File: src/rtl/filter_mode_ctrl.sv
// filter_mode_ctrl
// Frame-synchronous mode controller for the image filter stage. Button edges
// and an optional auto-cycle timer queue a target mode in pending_sel. The
// queued mode is committed to filter_sel only on frame_tick, so the filter
// never switches mid-frame. Each commit is followed by a short lockout that
// drops button edges.
//
// Ports:
//   clk          system/pixel clock
//   reset        asynchronous active-low reset
//   btn_next     debounced level; rising edge requests the next mode
//   btn_prev     debounced level; rising edge requests the previous mode
//   auto_en      level; enables automatic cycling every AUTO_FRAMES frames
//   frame_tick   one-cycle pulse at start of vertical blanking
//   filter_sel   committed mode (registered)
//   pending_sel  queued target mode (registered)
//   sel_changed  one-cycle pulse when filter_sel is written (registered)
//   locked       high while in the lockout state (registered)

module filter_mode_ctrl #(
  parameter int unsigned NUM_MODES   = 5,
  parameter int unsigned AUTO_FRAMES = 120,
  parameter int unsigned LOCK_FRAMES = 2
) (
  input  logic       clk,
  input  logic       reset,
  input  logic       btn_next,
  input  logic       btn_prev,
  input  logic       auto_en,
  input  logic       frame_tick,
  output logic [2:0] filter_sel,
  output logic [2:0] pending_sel,
  output logic       sel_changed,
  output logic       locked
);

  localparam int unsigned SEL_W  = 3;
  // Keep counters at least one bit wide for the degenerate parameter values.
  localparam int unsigned AUTO_W = (AUTO_FRAMES > 1) ? $clog2(AUTO_FRAMES) : 1;
  localparam int unsigned LOCK_W = (LOCK_FRAMES > 0) ? $clog2(LOCK_FRAMES + 1) : 1;

  localparam logic [SEL_W-1:0]  LAST_MODE = SEL_W'(NUM_MODES - 1);
  localparam logic [AUTO_W-1:0] AUTO_LAST = AUTO_W'(AUTO_FRAMES - 1);
  localparam logic [LOCK_W-1:0] LOCK_LAST = LOCK_W'(LOCK_FRAMES - 1);

  typedef enum logic [1:0] {
    ST_IDLE = 2'd0,
    ST_PEND = 2'd1,
    ST_LOCK = 2'd2
  } state_e;

  state_e             state_q, state_d;
  logic [SEL_W-1:0]   filter_q, filter_d;
  logic [SEL_W-1:0]   pending_q, pending_d;
  logic               sel_changed_q, sel_changed_d;
  logic               locked_q, locked_d;
  logic [AUTO_W-1:0]  auto_cnt_q, auto_cnt_d;
  logic [LOCK_W-1:0]  lock_cnt_q, lock_cnt_d;
  logic               btn_next_q, btn_prev_q;

  logic               next_edge, prev_edge;
  logic               req_next, req_prev, req_any;
  logic [SEL_W-1:0]   pending_req;

  // Wrapping mode arithmetic over 0..NUM_MODES-1.
  function automatic logic [SEL_W-1:0] mode_next(input logic [SEL_W-1:0] m);
    return (m == LAST_MODE) ? '0 : m + SEL_W'(1);
  endfunction

  function automatic logic [SEL_W-1:0] mode_prev(input logic [SEL_W-1:0] m);
    return (m == '0) ? LAST_MODE : m - SEL_W'(1);
  endfunction

  // Rising-edge detect; simultaneous next+prev edges cancel each other.
  always_comb begin
    next_edge   = btn_next & ~btn_next_q;
    prev_edge   = btn_prev & ~btn_prev_q;
    req_next    = next_edge & ~prev_edge;
    req_prev    = prev_edge & ~next_edge;
    req_any     = req_next | req_prev;
    pending_req = pending_q;
    if (req_next) begin
      pending_req = mode_next(pending_q);
    end else if (req_prev) begin
      pending_req = mode_prev(pending_q);
    end
  end

  // Next-state and output logic.
  always_comb begin
    state_d       = state_q;
    filter_d      = filter_q;
    pending_d     = pending_q;
    sel_changed_d = 1'b0;
    auto_cnt_d    = auto_en ? auto_cnt_q : '0;
    lock_cnt_d    = lock_cnt_q;

    case (state_q)
      ST_IDLE: begin
        if (req_any) begin
          // A press takes precedence over a coincident auto tick.
          pending_d  = pending_req;
          auto_cnt_d = '0;
          state_d    = ST_PEND;
        end else if (auto_en && frame_tick) begin
          if (auto_cnt_q == AUTO_LAST) begin
            pending_d  = mode_next(filter_q);
            auto_cnt_d = '0;
            state_d    = ST_PEND;
          end else begin
            auto_cnt_d = auto_cnt_q + AUTO_W'(1);
          end
        end
      end

      ST_PEND: begin
        pending_d = pending_req;
        if (frame_tick) begin
          // Commit the value queued before this edge; a coincident press
          // stays queued for the next commit.
          filter_d      = pending_q;
          sel_changed_d = 1'b1;
          lock_cnt_d    = '0;
          if (LOCK_FRAMES == 0) begin
            state_d = (pending_req != pending_q) ? ST_PEND : ST_IDLE;
          end else begin
            state_d = ST_LOCK;
          end
        end
      end

      ST_LOCK: begin
        auto_cnt_d = auto_cnt_q;
        if (frame_tick) begin
          if (lock_cnt_q == LOCK_LAST) begin
            state_d = (pending_q != filter_q) ? ST_PEND : ST_IDLE;
          end else begin
            lock_cnt_d = lock_cnt_q + LOCK_W'(1);
          end
        end
      end

      default: begin
        state_d = ST_IDLE;
      end
    endcase

    locked_d = (state_d == ST_LOCK);
  end

  // State and output registers.
  always_ff @(posedge clk or negedge reset) begin
    if (!reset) begin
      state_q       <= ST_IDLE;
      filter_q      <= '0;
      pending_q     <= '0;
      sel_changed_q <= 1'b0;
      locked_q      <= 1'b0;
      auto_cnt_q    <= '0;
      lock_cnt_q    <= '0;
      btn_next_q    <= 1'b0;
      btn_prev_q    <= 1'b0;
    end else begin
      state_q       <= state_d;
      filter_q      <= filter_d;
      pending_q     <= pending_d;
      sel_changed_q <= sel_changed_d;
      locked_q      <= locked_d;
      auto_cnt_q    <= auto_cnt_d;
      lock_cnt_q    <= lock_cnt_d;
      // Edge history updates in every state so a press held through the
      // lockout does not fire on exit.
      btn_next_q    <= btn_next;
      btn_prev_q    <= btn_prev;
    end
  end

  assign filter_sel  = filter_q;
  assign pending_sel = pending_q;
  assign sel_changed = sel_changed_q;
  assign locked      = locked_q;

endmodule

File: config.mk
export PLATFORM = sky130hd
export DESIGN_NAME = filter_mode_ctrl
export DESIGN_NICKNAME = d
export VERILOG_FILES = /design/src/rtl/filter_mode_ctrl.sv
export SDC_FILE = /design/constraint.sdc
export NUM_CORES = 1
export LEC_CHECK = 0
export BUFFER_PORTS_ARGS = -buffer_cell sky130_fd_sc_hd__buf_2
export CORE_MARGIN = 2
export CORE_UTILIZATION = 30
export DETAILED_ROUTE_END_ITERATION = 10
export GPL_TIMING_DRIVEN = 0
export PLACE_DENSITY = 0.51
export SETUP_SLACK_MARGIN = 0.4
export SLEW_MARGIN = 30
export SYNTH_ARGS = -nofsm -noshare
export SYNTH_HDL_FRONTEND = slang
export SYNTH_SLANG_ARGS = --single-unit
File: constraint.sdc
create_clock -name clk -period 4.05 [get_ports clk]
set_clock_uncertainty 0.05 [all_clocks]
set_input_delay 0.6075 -clock clk [delete_from_list [all_inputs] [get_ports clk]]
set_output_delay 0.6075 -clock clk [all_outputs]
set_load 0.01 [all_outputs]
---- Word-level counts from Yosys, hierarchy flattened ----
Cells that the tools add are included.
word-level totals
  bits of input ports ..................... 6
  logic and storage cells ................. 72
  bits in registers ....................... 21
  output and inout port bits .............. 8
cells by class
  bitwise operators ....................... 9
  reduce and logical (&&, ||, !) cells .... 8
  add/sub/neg operators ................... 5
  equality and inequality tests ........... 13
  mux-type cells .......................... 28
operator list
  cell                   number
  $mux W7                4
  $mux W3                8
  $mux W2                9
  $pmux W7 S2            1
  $add A7 B1 Y7 const B  1
  $eq A7 B7 Y1 const B   1
  $add A3 B1 Y3 const B  2
  $eq A3 B3 Y1 const B   2
  $ne A2 B2 Y1 const B   3
  $ne A3 B3 Y1 const B   2
  $pmux W2 S3            1
  $pmux W3 S2            1
  $and A1 B1 Y1          4
  $eq A2 B1 Y1 const B   2
  $eq A2 B2 Y1 const B   2
  $not A1 Y1             4
  $pmux W2 S2            1
  $reduce_and A4 Y1      1
  $reduce_bool A2 Y1     2
  $logic_not A3 Y1       1
  $mux W1                3
  $ne A3 B3 Y1           1
  $reduce_and A3 Y1      1
  $sub A3 B1 Y3 const B  1
  5 further kinds        5

---- Depth between registers and ports, before layout ----
  depth in word-level cells ............... 8
  depth in mapped cells ................... 7
  depth with buffers taken out ............ 7

---- Worst setup path after synthesis ----
Ideal clock, no wire load.
  kind .................................... input-to-reg
  start ................................... input btn_next
  end ..................................... register auto_cnt_q[2]
  arrival ................................. 1.749 ns
  path buffers ............................ 0
  cell stages on the path ................. 6
  setup time .............................. 0.133 ns
  setup slack ............................. 2.118 ns
  required time ........................... 3.867 ns
  cells stage by stage .................... nor2b_1 -> ha_1 -> nor2b_1 -> o21a_1 -> o31ai_1 -> o21ai_0
between the ends
  cells in the longest elaborated chain, start to end .. 6
  elaborated cells between the ends (all ways) .. 7
  classes of those cells .................. 2 x mux; 5 x bitwise
RTL lines
  element               line  source
  start, declared       27    input logic btn_next,
  $and A1 B1 Y1 (*)     76    next_edge = btn_next & ~btn_next_q;
  $not A1 Y1            79    req_prev = prev_edge & ~next_edge;
  $and A1 B1 Y1         79
  $or A1 B1 Y1 (*)      80    req_any = req_next | req_prev;
  $mux W7 (*)           100   if (req_any) begin
  $pmux W7 S2 (*)       98    case (state_q)
  end signal, assigned  169   auto_cnt_q <= auto_cnt_d;
  end, declared         57    logic [AUTO_W-1:0] auto_cnt_q, auto_cnt_d;
Every way passes the cells marked *; elsewhere a longest branch is shown, timed or not.
A chain may end at the register's enable or synchronous reset.

---- Worst setup path after layout ----
Same ends and word-level chain as after synthesis.

==> out/summary.txt <==
vias post-DR -> 1034
fin cells -> 206
Critical Path, Cell by Cell -> buf_2 -> nor2b_1 -> ha_1 -> nor2b_1 -> o21a_1 -> o31ai_1 -> o21ai_0
CTS Buf Count -> 3
top cells by area in the synthesized netlist -> sky130_fd_sc_hd__dfrtp_1 (41%), sky130_fd_sc_hd__ha_1 (8.8%), sky130_fd_sc_hd__nand2_1 (5.6%)
clock tree buffer depth -> 2
Crit path max-delay family -> compound AO/OA/AOI/OAI gates
placer congestion estimate -> 0.806
number of fill cells in the layout -> 421
final design area excluding fillers -> 1450 um2
number of flops mapped to enable cells by yosys -> 0
wire length of the first global-routing pass -> 4.83 mm
Worst Path Required -> 4.13 ns
Final Max Slew Viols -> 0
top-level I/O count -> 14
count of maximum capacitance violations -> 0
total standard cell area after synthesis -> 1280 um2
die outline width -> 69.4 um
later-pin clock latency in the skew report -> 0.25 ns
average wire length per cell after detail routing -> 13.1 um
row count -> 23
class of the tightest hold or removal check -> in -> async
slowest library cell on the worst path -> sky130_fd_sc_hd__ha_1
via count of the first global-routing pass -> 1083
residual DRC count -> 0
most repeated cell in the gate-level netlist after synthesis -> sky130_fd_sc_hd__dfrtp_1
number of port buffers -> 12
maximum vdd drop -> 224 uV
number of buffers and inverters on the critical path -> 1
placed cell areas -> 1410 um2
Final setup violation count -> 0
1st-iter DRT viols -> 46
post_cts resized -> 0
category of the worst setup path capture point -> flip-flop
Relative slew margins -> 0.683
Syn Nets -> 155
total overflow reported by the global router -> 0
number of nets at the end of the flow -> 172
number of nets with antenna violations after detailed routing -> 0
number of hold buffers added after cts -> 0
critical setup path kind -> in -> reg
initial antenna violation count -> 0
Pre-Repair DR Iteration Count -> 4
final period utilization -> 0.475
Mean Syn Cell Area -> 9.17 um2
number of flip-flops and latches in the synthesized netlist -> 21
clock edge transition at the registers on the reported setup and hold paths -> 0.07 ns
critical path data arrival time -> 2.00 ns
ranking of synthesized cells by instance count -> sky130_fd_sc_hd__dfrtp_1 (21), sky130_fd_sc_hd__nand2_1 (19), sky130_fd_sc_hd__o21ai_0 (14), sky130_fd_sc_hd__inv_1 (10), sky130_fd_sc_hd__ha_1 (9)
total placed cells including tap cells -> 202
routed wire length -> 2.70 mm
Final HPWL DP -> 2.11 mm
unrepaired setup endpoints after global routing -> false
# H-tree levels -> 1
fraction of synthesis flops using an asynchronous set or reset pin -> 1.00
height of the chip -> 69.4 um
gate count of the mapped netlist -> 140
critical path startpoint category -> input pin
summed negative setup slack over all endpoints -> 0 ns
clock tree from TritonCTS -> built
worst reg2reg endpoint -> auto_cnt_q[2]$_DFFE_PN0P_
vias per std cell -> 5.02
overall die area -> 4820 um2
proportion of layout cells with a drive suffix above 1 -> 0.135
starting utilization of the core area -> 0.316
number of buffers inserted by post-CTS setup repair -> 0
largest net degree at the start of global routing -> 22
worst reg2reg startpoint -> btn_prev_q$_DFF_PN0_
Yosys warning total -> 0
hold violation count in the final report -> 0
final core utilization -> 0.358
areal power density over the cells -> 614 nW/um2
Core ar. -> 4060 um2
antenna diode count -> 0
setup slack on the worst flop-to-flop path -> 2.22 ns
cells on worst reg2reg path -> 6
sequential fraction of the synthesis area -> 0.409
Fmax -> 0.520 GHz
number of clock sinks -> 21
area share of the largest cell type after synthesis -> 0.409
status -> completed
Critical Path Max Stage Delay -> 0.39 ns
Least-Margin Pin Slew -> 0.476 ns
aggregate global-route resource usage -> 0.123
Clk Tree Root Cell -> sky130_fd_sc_hd__clkbuf_8
post-layout minimum cycle time -> 1.92 ns
cell mode on critical path -> sky130_fd_sc_hd__nor2b_1
primary flip-flop cell chosen by synthesis mapping -> sky130_fd_sc_hd__dfrtp_1
worst-path fanout max -> 6
post-synthesis cell type count -> 39
cell type with the largest total area after synthesis -> sky130_fd_sc_hd__dfrtp_1
leakage power -> 0.681 nW
Area Overhead vs Synth -> 13.1%
metal layers:
metal  share of wire  vias to the layer above  global-route usage
met4          0.0063                        0              0.0458
li1                -                      529                   -
met3           0.025                        2              0.0160
met5               0                        -                   0
met2            0.51                       10               0.215
met1            0.46                      493               0.155
power by group:
group	internal (mW)	switching, mW	leakage [nW]	total [mW]
registers	0.269	0.0621	0.271	0.331
logic	0.187	0.240	0.388	0.427
clock network	0.0699	0.0630	0.0228	0.133
total	0.525	0.365	0.681	0.891
cell type report:
type | instances | area, um2 | share of cell area
Timing Repair Buffer | 12 | 60.1 | 0.0414
Inverter | 10 | 37.5 | 0.0259
Clock buffer | 4 | 45.0 | 0.0310
Multi-Input combinational cell | 106 | 697 | 0.480
Tap cell | 50 | 62.6 | 0.0431
Buffer | 3 | 23.8 | 0.0164
Sequential cell | 21 | 526 | 0.362
how the worst max path moves through the flow:
stage / start / to / cells past startpoint
floorplan: btn_next / auto_cnt_q[2]$_DFFE_PN0P_ / 6
finish: btn_next / auto_cnt_q[2]$_DFFE_PN0P_ / 7
global placement: btn_next / auto_cnt_q[2]$_DFFE_PN0P_ / 7
CTS: btn_next / auto_cnt_q[2]$_DFFE_PN0P_ / 7
detailed placement: btn_next / auto_cnt_q[2]$_DFFE_PN0P_ / 7
global route: btn_next / auto_cnt_q[2]$_DFFE_PN0P_ / 7
sequential cells by signal, summed over array words and instances (netlist names):
register and count:
state_q 2, btn_next_q 1, btn_prev_q 1, lock_cnt_q 2, auto_cnt_q 7, pending_sel 3
sel_changed 1, filter_sel 3, locked 1
cell usage in the layout (no fill, tap or decap), types with 2 or more instances in the layout:
cell / instances
sky130_fd_sc_hd__o21a_1: 2
sky130_fd_sc_hd__xnor2_1: 4
sky130_fd_sc_hd__nor2b_1: 4
sky130_fd_sc_hd__inv_1: 10
sky130_fd_sc_hd__nor2_1: 4
sky130_fd_sc_hd__nand2b_1: 3
sky130_fd_sc_hd__nand3_1: 8
sky130_fd_sc_hd__a21oi_1: 6
sky130_fd_sc_hd__buf_2: 13
sky130_fd_sc_hd__ha_1: 9
sky130_fd_sc_hd__mux2i_1: 3
sky130_fd_sc_hd__a31oi_1: 3
sky130_fd_sc_hd__o21ai_0: 14
sky130_fd_sc_hd__a211oi_1: 2
sky130_fd_sc_hd__dfrtp_1: 21
sky130_fd_sc_hd__o22ai_1: 3
sky130_fd_sc_hd__clkbuf_8: 3
sky130_fd_sc_hd__nor3_1: 3
sky130_fd_sc_hd__nand2_1: 19
stage by stage:
| step | worst slack (ns) | hold WS, ns | total power, mW |
|---|---|---|---|
| after floorplan | 2.12 | 0.262 | 0.639 |
| after global placement | 1.90 | 0.447 | 0.751 |
| after detailed placement | 1.84 | 0.462 | 0.770 |
| after CTS | 2.13 | 0.265 | 0.908 |
| after global routing | 2.01 | 0.285 | 0.984 |
| final | 2.13 | 0.250 | 0.891 |
kinds of logic after synthesis:
logic type	synth area share
xor gates and xnor gates	0.0341
adders and majority gates	0.0877
and+or+nand+nor	0.212
AOI/OAI and AO/OA	0.185
muxes	0.0234
DFF	0.409
buffers and inverters	0.0478
Power figures use the tool's default switching activity.
